File: config.mk
export PLATFORM = sky130hd
export DESIGN_NAME = multi_cycle_controller
export DESIGN_NICKNAME = d
export VERILOG_FILES = /design/src/rtl/multi_cycle_controller.sv
export SDC_FILE = /design/constraint.sdc
export NUM_CORES = 1
export LEC_CHECK = 0
export CAP_MARGIN = 40
export CORE_ASPECT_RATIO = 0.75
export CORE_MARGIN = 5
export CORE_UTILIZATION = 67
export CTS_BUF_LIST = sky130_fd_sc_hd__clkbuf_8
export DETAILED_ROUTE_END_ITERATION = 8
export DONT_BUFFER_PORTS = 1
export GPL_TIMING_DRIVEN = 0
export PLACE_DENSITY = 0.84
export REMOVE_ABC_BUFFERS = 1
export SETUP_SLACK_MARGIN = 0.3
export SKIP_CTS_REPAIR_TIMING = 1
export SKIP_LAST_GASP = 1
export SLEW_MARGIN = 15
export SYNTH_ARGS = -nofsm -noshare
export SYNTH_HDL_FRONTEND = slang
export SYNTH_SLANG_ARGS = --single-unit
File: constraint.sdc
create_clock -name i_clk -period 3.08 [get_ports i_clk]
set_input_delay 0.77 -clock i_clk [delete_from_list [all_inputs] [get_ports i_clk]]
set_output_delay 0.77 -clock i_clk [all_outputs]
set_load 0.005 [all_outputs]
File: src/rtl/multi_cycle_controller.sv
// Main control FSM of the multi-cycle RV32I core: sequences the shared memory port,
// ALU and PC/IR/result registers, with a sticky illegal-instruction trap and a retired count.
module multi_cycle_controller #(
    parameter int INSTRET_W = 32
) (
    input  logic                 i_clk,
    input  logic                 i_srst,
    input  logic [6:0]           i_operand,
    input  logic [2:0]           i_funct3,
    input  logic                 i_funct7bit5,
    input  logic                 i_zero,
    input  logic                 i_memReady,
    output logic                 o_pcWrite,
    output logic                 o_adrSrc,
    output logic                 o_irWrite,
    output logic                 o_memWrite,
    output logic                 o_regWrite,
    output logic [1:0]           o_resultSrc,
    output logic [1:0]           o_aluSrcA,
    output logic [1:0]           o_aluSrcB,
    output logic [3:0]           o_aluLogicOperation,
    output logic                 o_illegal,
    output logic [INSTRET_W-1:0] o_instret,
    output logic [3:0]           o_state
);
    // Handshake: i_memReady high in FETCH, MEMREAD or MEMWRITE completes that access on
    // the rising edge; the FSM holds its state (and memWrite) every cycle it stays low.

    typedef enum logic [3:0] {
        S_FETCH    = 4'd0,
        S_DECODE   = 4'd1,
        S_MEMADR   = 4'd2,
        S_MEMREAD  = 4'd3,
        S_MEMWB    = 4'd4,
        S_MEMWRITE = 4'd5,
        S_EXECUTER = 4'd6,
        S_EXECUTEI = 4'd7,
        S_ALUWB    = 4'd8,
        S_BEQ      = 4'd9,
        S_JAL      = 4'd10,
        S_TRAP     = 4'd11
    } state_t;

    localparam logic [6:0] OP_LW  = 7'b0000011;
    localparam logic [6:0] OP_SW  = 7'b0100011;
    localparam logic [6:0] OP_R   = 7'b0110011;
    localparam logic [6:0] OP_I   = 7'b0010011;
    localparam logic [6:0] OP_BEQ = 7'b1100011;
    localparam logic [6:0] OP_JAL = 7'b1101111;

    localparam logic [3:0] ALU_ADD = 4'd0;
    localparam logic [3:0] ALU_SUB = 4'd1;
    localparam logic [3:0] ALU_AND = 4'd2;
    localparam logic [3:0] ALU_OR  = 4'd3;
    localparam logic [3:0] ALU_XOR = 4'd4;
    localparam logic [3:0] ALU_SLT = 4'd5;

    localparam logic [INSTRET_W-1:0] INSTRET_ONE = {{(INSTRET_W-1){1'b0}}, 1'b1};

    state_t state;
    state_t state_next;
    logic   f3_ok;
    logic   retire;

    // Only ADD/SUB, SLT, XOR, OR and AND are implemented; shifts and SLTU trap.
    assign f3_ok = (i_funct3 == 3'b000) || (i_funct3 == 3'b010) || (i_funct3 == 3'b100) ||
                   (i_funct3 == 3'b110) || (i_funct3 == 3'b111);

    always_comb begin
        state_next = state;
        case (state)
            S_FETCH:    if (i_memReady) state_next = S_DECODE;
            S_DECODE: begin
                case (i_operand)
                    OP_LW, OP_SW: state_next = S_MEMADR;
                    OP_R:   state_next = (!f3_ok || (i_funct7bit5 && i_funct3 != 3'b000))
                                         ? S_TRAP : S_EXECUTER;
                    OP_I:   state_next = f3_ok ? S_EXECUTEI : S_TRAP;
                    OP_BEQ: state_next = S_BEQ;
                    OP_JAL: state_next = S_JAL;
                    default: state_next = S_TRAP;
                endcase
            end
            S_MEMADR:   state_next = (i_operand == OP_SW) ? S_MEMWRITE : S_MEMREAD;
            S_MEMREAD:  if (i_memReady) state_next = S_MEMWB;
            S_MEMWB:    state_next = S_FETCH;
            S_MEMWRITE: if (i_memReady) state_next = S_FETCH;
            S_EXECUTER, S_EXECUTEI: state_next = S_ALUWB;
            S_ALUWB:    state_next = S_FETCH;
            S_BEQ:      state_next = S_FETCH;
            S_JAL:      state_next = S_ALUWB;
            S_TRAP:     state_next = S_TRAP;
            default:    state_next = S_FETCH;
        endcase
    end

    // JAL is not listed here: it retires through its ALUWB write-back.
    assign retire = (state == S_MEMWB) || (state == S_ALUWB) || (state == S_BEQ) ||
                    ((state == S_MEMWRITE) && i_memReady);

    always_ff @(posedge i_clk) begin
        if (i_srst) begin
            state     <= S_FETCH;
            o_instret <= '0;
            o_illegal <= 1'b0;
        end else begin
            state <= state_next;
            if (retire) o_instret <= o_instret + INSTRET_ONE;
            if (state_next == S_TRAP) o_illegal <= 1'b1;
        end
    end

    always_comb begin
        o_pcWrite           = 1'b0;
        o_adrSrc            = 1'b0;
        o_irWrite           = 1'b0;
        o_memWrite          = 1'b0;
        o_regWrite          = 1'b0;
        o_resultSrc         = 2'b00;
        o_aluSrcA           = 2'b00;
        o_aluSrcB           = 2'b00;
        o_aluLogicOperation = ALU_ADD;
        case (state)
            S_FETCH: begin
                o_aluSrcB   = 2'b10;
                o_resultSrc = 2'b10;
                o_irWrite   = i_memReady;
                o_pcWrite   = i_memReady;
            end
            S_DECODE: begin
                o_aluSrcA = 2'b01;
                o_aluSrcB = 2'b01;
            end
            S_MEMADR: begin
                o_aluSrcA = 2'b10;
                o_aluSrcB = 2'b01;
            end
            S_MEMREAD:  o_adrSrc = 1'b1;
            S_MEMWB: begin
                o_resultSrc = 2'b01;
                o_regWrite  = 1'b1;
            end
            S_MEMWRITE: begin
                o_adrSrc   = 1'b1;
                o_memWrite = 1'b1;
            end
            S_EXECUTER, S_EXECUTEI: begin
                o_aluSrcA = 2'b10;
                o_aluSrcB = (state == S_EXECUTEI) ? 2'b01 : 2'b00;
                case (i_funct3)
                    3'b000: o_aluLogicOperation = (state == S_EXECUTER && i_funct7bit5)
                                                  ? ALU_SUB : ALU_ADD;
                    3'b010: o_aluLogicOperation = ALU_SLT;
                    3'b100: o_aluLogicOperation = ALU_XOR;
                    3'b110: o_aluLogicOperation = ALU_OR;
                    3'b111: o_aluLogicOperation = ALU_AND;
                    default: o_aluLogicOperation = ALU_ADD;
                endcase
            end
            S_ALUWB:    o_regWrite = 1'b1;
            S_BEQ: begin
                o_aluSrcA           = 2'b10;
                o_aluLogicOperation = ALU_SUB;
                o_pcWrite           = i_zero;
            end
            S_JAL: begin
                o_aluSrcA = 2'b01;
                o_aluSrcB = 2'b10;
                o_pcWrite = 1'b1;
            end
            default: ;
        endcase
        // Reset overrides every write enable, even mid-transaction.
        if (i_srst) begin
            o_pcWrite  = 1'b0;
            o_irWrite  = 1'b0;
            o_memWrite = 1'b0;
            o_regWrite = 1'b0;
        end
    end

    assign o_state = state;

endmodule

## Yosys cells after proc, flatten, opt, wreduce, memory -nomap -nowiden

Index checks and enable logic that the tools add are counted.

- Flip-flop bits (word level): 37
- Output and inout port bits: 52

- Equal/unequal tests: 22
- Add/subtract/negate cells: 1
- Reduce and logical (&&, ||, !) cells: 24
- Multiplexer cells: 24

Operators with widths:

| cell | number |
|---|---|
| $add 32x1->32 const B | 1 |
| $pmux 4 s7 | 1 |
| $eq 4x4->1 const B | 5 |
| $mux 4 | 5 |
| $pmux 4 s5 | 1 |
| $eq 4x3->1 const B | 4 |
| $pmux 3 s5 | 1 |
| $eq 7x6->1 const B | 2 |
| $eq 7x7->1 const B | 2 |
| $reduce_or 2->1 | 7 |
| $mux 1 | 10 |
| $eq 3x3->1 const B | 3 |
| $eq 4x2->1 const B | 2 |
| $logic_or 1x1->1 | 8 |
| $pmux 2 s2 | 2 |
| $eq 7x2->1 const B | 1 |
| $eq 7x5->1 const B | 1 |
| $pmux 2 s3 | 1 |
| $pmux 3 s2 | 1 |
| $eq 4x1->1 const B | 1 |
| $logic_not 4->1 | 1 |
| $reduce_or 4->1 | 1 |
| $eq 3x2->1 const B | 1 |
| $logic_and 1x1->1 | 3 |
| 6 further kinds | 6 |

## Logic depth before layout (Yosys ltp)

Gate-level depths: netlist of run 1.

- Depth in word-level cells: 11
- Depth in mapped cells: 7

## Least setup slack after synthesis of run 1

No wires, ideal clock.

- Path kind: register to output
- From: register state[1], in the netlist o_state[1]
- To: output o_aluLogicOperation[0]
- Setup slack: 0.991 ns
- Buffers on the path: 2
- Required time: 2.310 ns
- Data arrival time: 1.319 ns
- Cell stages (with the launch flop): 6
- Path through: dfxtp_1 -> clkbuf_8 -> inv_1 -> clkbuf_1 -> or2_2 -> o31ai_1

- Word-level cells in the longest chain between the ends: 5
- Elaborated cells on any way between the ends: 8
- Those cells by class: 3 x eq/ne; 3 x mux; 2 x reduce/logical

RTL lines:

| item | line | text |
|---|---|---|
| start: declaration | 60 | `state_t state;` |
| start signal: assignment | 107 | `state <= state_next;` |
| $eq 4x3->1 | 123, 151 |  |
| $logic_and 1x1->1 | 151 | `3'b000: o_aluLogicOperation = (state == S_EXECUTER && i_funct7bit5)` |
| $mux 1 | 152 | `? ALU_SUB : ALU_ADD;` |
| $pmux 3 s5 | 150 | `case (i_funct3)` |
| $pmux 3 s2 * | 123 | `case (state)` |
| end: declaration | 21 | `output logic [3:0] o_aluLogicOperation,` |

Every way passes the cells marked *; elsewhere a longest branch is shown, timed or not.

## Worst setup path after layout of run 1

- From: register state[3], in the netlist o_state[3]
- To: output o_regWrite

- Word-level cells in the longest chain between the ends: 4
- Elaborated cells on any way between the ends: 5
- Those cells by class: 2 x eq/ne; 2 x mux; 1 x reduce/logical

RTL lines:

| item | line | text |
|---|---|---|
| $eq 4x3->1 / $eq 4x4->1 (equally long branches) | 123 |  |
| $reduce_or 2->1 (no line) * | - |  |
| $mux 1 * | 123 |  |
| $mux 1 * | 174 | `if (i_srst) begin` |
| end: declaration | 17 | `output logic o_regWrite,` |

Marks and branches as above.

==> results of run 1 <==
## worst max-delay path, cell delays in order, from the launching register on
cell       delay [ns]
dfxtp_1          0.69
or2b_2           0.40
a2111oi_0        0.55
## through the flow
| step | instances | total power, mW |
|---|---|---|
| global route | 312 | 1.329 |
| CTS | 310 | 1.250 |
| floorplan | 264 | 0.8550 |
| detailed placement | 302 | 0.9317 |
| global placement | 302 | 0.9251 |
| finish | 312 | 1.246 |
## layout make-up
class	instances	area, µm²	share of cell area
multi-input cells	215	1303	0.5825
inverters	12	45.04	0.02015
flip-flops and latches	37	743.2	0.3324
repair buffers	2	15.01	0.006715
clock buffers	5	68.82	0.03078
well taps	38	47.55	0.02126
clock inverters	3	13.76	0.006156
## registers in the layout, summed over array words and instances, names as in the netlist
| name | count |
|---|---|
| o_instret | 32 |
| o_state | 4 |
| o_illegal | 1 |
## power breakdown
part,leakage (nW),internal (mW),switching [mW]
logic,0.391,0.131,0.193
registers,0.299,0.507,0.0973
clock network,0.0491,0.153,0.165
## cell families after synthesis
group,synth area share
buffers and inverters,0.05933
multiplexers,0.01037
AO/OA/AOI/OAI,0.1861
flip-flops,0.3410
AND/OR/NAND/NOR,0.3393
adder cells (fa/ha/maj),0.005759
XOR/XNOR,0.05645
other,0.001726
## synth_stat cells (all sizes together) (3+ instances only)
cell    number  share of area
inv         12          0.021
buf          4          0.013
nand4       12          0.040
nor2b        6          0.017
o21ai       20          0.051
or4          8          0.028
nor4         4          0.018
xor2         6          0.024
or3         11          0.033
nor2        30          0.052
nand3       15          0.035
and3         3         0.0092
nand2       15          0.026
xnor2        8          0.032
dfxtp       37           0.34
clkbuf      12          0.025
nand2b       4          0.012
o31ai        9          0.031
a21oi       27          0.062
nor3        10          0.023
## layout by cell type (no fill, tap or decap), drive strengths merged, types with 3 or more instances in the layout
| cell | synthesis | routed |
|---|---|---|
| a21oi | 27 | 27 |
| xor2 | 6 | 6 |
| or4 | 8 | 8 |
| nor2 | 30 | 30 |
| nor4 | 4 | 4 |
| o21ai | 20 | 20 |
| nor2b | 6 | 6 |
| nand4 | 12 | 12 |
| nand3 | 15 | 15 |
| nand2b | 4 | 4 |
| or3 | 11 | 11 |
| dfxtp | 37 | 37 |
| xnor2 | 8 | 8 |
| clkbuf | 12 | 5 |
| inv | 12 | 13 |
| and3 | 3 | 3 |
| o31ai | 9 | 9 |
| nor3 | 10 | 10 |
| nand2 | 15 | 15 |
## worst min-delay path by stage
stage | end | slack (ns)
2_1_floorplan | o_illegal | 0.45
3_3_place_gp | o_illegal | 0.47
3_5_place_dp | o_illegal | 0.48
4_1_cts | o_illegal | 0.49
5_1_grt | o_illegal | 0.53
6_report | o_illegal | 0.48
## layer usage
metal,track usage,vias to the layer above
li1,-,1001
met1,0.3030,919
met2,0.3195,74
met3,0.07458,7
met4,0.07481,0
met5,0,-
==> out/results.tsv, run 1 <==
metric	value	unit
startpoint_type	flop	
fin_util	0.7403	
finalCritPeriodShare	0.8780	
synth-seq-cells	37	
worstHoldStart	o_illegal	
syn_avg_cell_area	7.757	µm²
initial_core_util	0.7191	
grt_first_pass_wirelength	7810	µm
final.setup.tns	0	ns
power_leakage	0.7400	nW
finalSetupViolCount	0	
route.top_layer_used	met4	
grt_pass1_vias	1739	
relSlewSlack	0.6296	
wl_per_cell	15.35	µm
hold_slack	0.4782	ns
min_path_type	reg2reg	
drive_gt1_frac	0.08759	
vias	2001	
met3_length	502	µm
rsz0062_at_grt	false	
drt-met1-wl	2148	µm
ant_nets	0	
vdd_drop_max	0.0004078	V
cts_buffers	5	
root_buffer	clkbuf_8	
dr_wl_met2	2073	µm
hold_viol_final	0	
critPathArrivalTime	1.93	ns
antenna_found_initial	0	
cts_tree	yes	
fmax	369.8	MHz
grt.overflow.total	0	
viasPerCell	6.413	
skew	0.004610	ns
row_count	17	
r2r_slack	0.65	ns
cp-startpoint	o_state[3]	
timing.final.crit_period	2.704	ns
maxCapViolCount	0	
setup.worst_path.end	o_regWrite	
port_buffers	0	
layout.nets	289	
syn_inst	280	
cp-end-kind	primary output	
drtIter0Drc	158	
reg2reg_to	o_instret[23]	
reg2reg_depth	5	
wl	4790	µm
fp.dieW	75.75	µm
path_max_fanout	18	
clock_latency	0.29	ns
grt_usage	0.2200	
reg2reg_from	o_state[3]	
pre_cts_ws	0.4269	ns
holdPathStages	2	
maxSlewViolCount	0	
setup_ws	0.3758	ns
htree_levels	2	
die_height	59.31	µm
ioPinCount	67	
p_per_area	557.4	mW/mm²
synth_area	0.002172	mm²
yosys_warnings	0	
dp_hpwl	3400	µm
status	finished, final reports clean	
antenna_cells	0	
die_area	0.004492	mm²
dpl_cell_area	0.002136	mm²
core	0.003020	mm²
grt_start_max_net_pins	43	
async_reset_ff_frac	0	
synth.distinct_cells	51	
synth_ff_type	dfxtp_1	
gp_congestion	0.8080	
crit_required	2.31	ns
area_delta_synth_final	2.938	%
design_area	0.002236	mm²
cts.clk_slew.worst_paths	0.07	ns
drt_drc_violations_left	0	
critPathKind	reg2out	
cts.sinks	37	
ys_seq_area_frac	0.3410	
drt-pass1-iter-count	4	
cts_buffer_depth	2	
synth_edf_count	0	
tightest_slew	0.5416	ns
fillerInstances	240	
(Power assumes the default switching activity.)
==> run 2, diff against run 1 <==
MAX_ROUTING_LAYER = met4   (was not set)
SKIP_CTS_REPAIR_TIMING = not set   (was 1)
==> run 2 against run 1 <==
Net effect:
- utilization barely moved
- power increased by 0.27%
- first-iteration DRC count is 13% lower
- sequential share of layout area about the same
- cell area hardly changed
- sequential power barely moved
- routed wire length is 0.56% higher
- non-clock buffer count did not move
- register-to-register slack better by 0.10 ns
- sequential cell count did not move
- clock skew is 0.0021 ns higher
- critical path type unchanged
- critical endpoint is now o_aluLogicOperation[0]
==> out/results.tsv, run 2 (same netlist as run 1, synthesis figures left out) <==
metric	value	unit
startpoint_type	flop	
hold_slack	0.4790	ns
fp.dieW	75.75	µm
die_height	59.31	µm
cts.sinks	37	
final.setup.tns	0	ns
crit_slowest_cell	dfxtp_2	
drive_gt1_frac	0.09124	
registers.top_by_ff_count	o_instret	
dp_cells	302	
reg2reg_to	o_instret[23]	
path_max_fanout	20	
crit_chain	inv_1 > or2_2 > o31ai_1	
final_common_cell	dfxtp_1	
status	finished, final reports clean	
grt.overflow.total	0	
wl	4817	µm
relSlewSlack	0.6296	
p_per_area	558.6	mW/mm²
largest_reg_flops	32	
min_to	o_illegal	
maxCapViolCount	0	
dpl_cell_area	0.002136	mm²
tightest_slew	0.5416	ns
pre_cts_ws	0.4269	ns
grt_first_pass_wirelength	7859	µm
core	0.003020	mm²
area_delta_synth_final	2.996	%
reg2reg_from	o_state[2]	
grt_pass1_vias	1738	
finalSetupViolCount	0	
hold_viol_final	0	
rsz0062_at_grt	false	
reg2reg_depth	5	
gp_congestion	0.8199	
final_cell_mix	34 x dfxtp_1, 30 x nor2_1, 27 x a21oi_1	
cts_buffers	5	
vdd_drop_max	0.0004126	V
drt_drc_violations_left	0	
cp-end-kind	primary output	
cts.clk_slew.worst_paths	0.07	ns
cts_tree	yes	
port_buffers	0	
ioPinCount	67	
root_buffer	clkbuf_8	
power_leakage	0.7404	nW
finalNonFillerCells	312	
r2r_slack	0.75	ns
critPathKind	reg2out	
skew	0.006716	ns
fmax	386.2	MHz
timing.final.crit_period	2.589	ns
htree_levels	2	
vias	2003	
viasPerCell	6.420	
drtIter0Drc	137	
clock_latency	0.29	ns
die_area	0.004492	mm²
cts_buffer_depth	2	
setup_ws	0.4906	ns
drt-pass1-iter-count	4	
min_path_type	reg2reg	
wl_per_cell	15.44	µm
fin_util	0.7407	
maxSlewViolCount	0	
critPathArrivalTime	1.82	ns
antenna_cells	0	
postCtsHoldBufs	0	
cpPeakStageDelay	0.56	ns
layout.nets	289	
holdPathStages	2	
fillerInstances	239	
ant_nets	0	
initial_core_util	0.7191	
p_total	1.250	mW
dp_hpwl	3400	µm
grt_usage	0.2279	
worstHoldStart	o_illegal	
crit_required	2.31	ns
grt_start_max_net_pins	43	
row_count	17	
design_area	0.002237	mm²
finalCritPeriodShare	0.8407	
antenna_found_initial	0	
-- run 2: cell counts in the layout (fill, tap and decap cells not counted) --
Identical to the previous run, type by type.
-- run 2: how the worst max path moves through the flow --
stage / start / to / slack [ns] / depth (start not counted)
4_1_cts: o_state[2] / o_aluLogicOperation[0] / 0.31 / 3
3_3_place_gp: o_state[2] / o_instret[28] / 0.43 / 5
6_report: o_state[1] / o_aluLogicOperation[0] / 0.49 / 3
2_1_floorplan: o_state[1] / o_aluLogicOperation[0] / 0.79 / 3
5_1_grt: o_state[1] / o_aluLogicOperation[0] / 0.38 / 3
3_5_place_dp: o_state[2] / o_instret[28] / 0.43 / 5
-- run 2: area by class of cell --
class	instances	area, µm²	area share
inverter	12	45.04	0.02013
timing repair buffer	2	15.01	0.006711
clock inverter	3	13.76	0.006152
multi-input combinational	215	1303	0.5822
tap	38	47.55	0.02125
sequential	37	744.5	0.3328
clock buffer	5	68.82	0.03076
-- run 2: metal layers --
metal / GRT usage / routed length (µm)
met2: 0.3146 / 2054
met4: 0.07481 / 63
met5: - / 0
met1: 0.3123 / 2254
met3: 0.07288 / 444
-- run 2: repair_timing --
item	in CTS	in global routing
pin swaps	0	1
setup endpoints to repair	2	11
gates resized for setup	1	2
buffers inserted	0	2
-- run 2: worst max-delay path, delay by kind of cell (launching register included) --
kind | cells | cell delay [ns]
flip-flops | 1 | 0.56
AND/OR/NAND/NOR | 1 | 0.38
buffers and inverters | 1 | 0.28
AO/OA/AOI/OAI | 1 | 0.31
-- run 2: report_power, final --
part	leakage, nW	internal [mW]	switching, mW
logic	0.391	0.131	0.193
registers	0.300	0.508	0.0983
clock network	0.0491	0.153	0.167
total	0.740	0.792	0.458
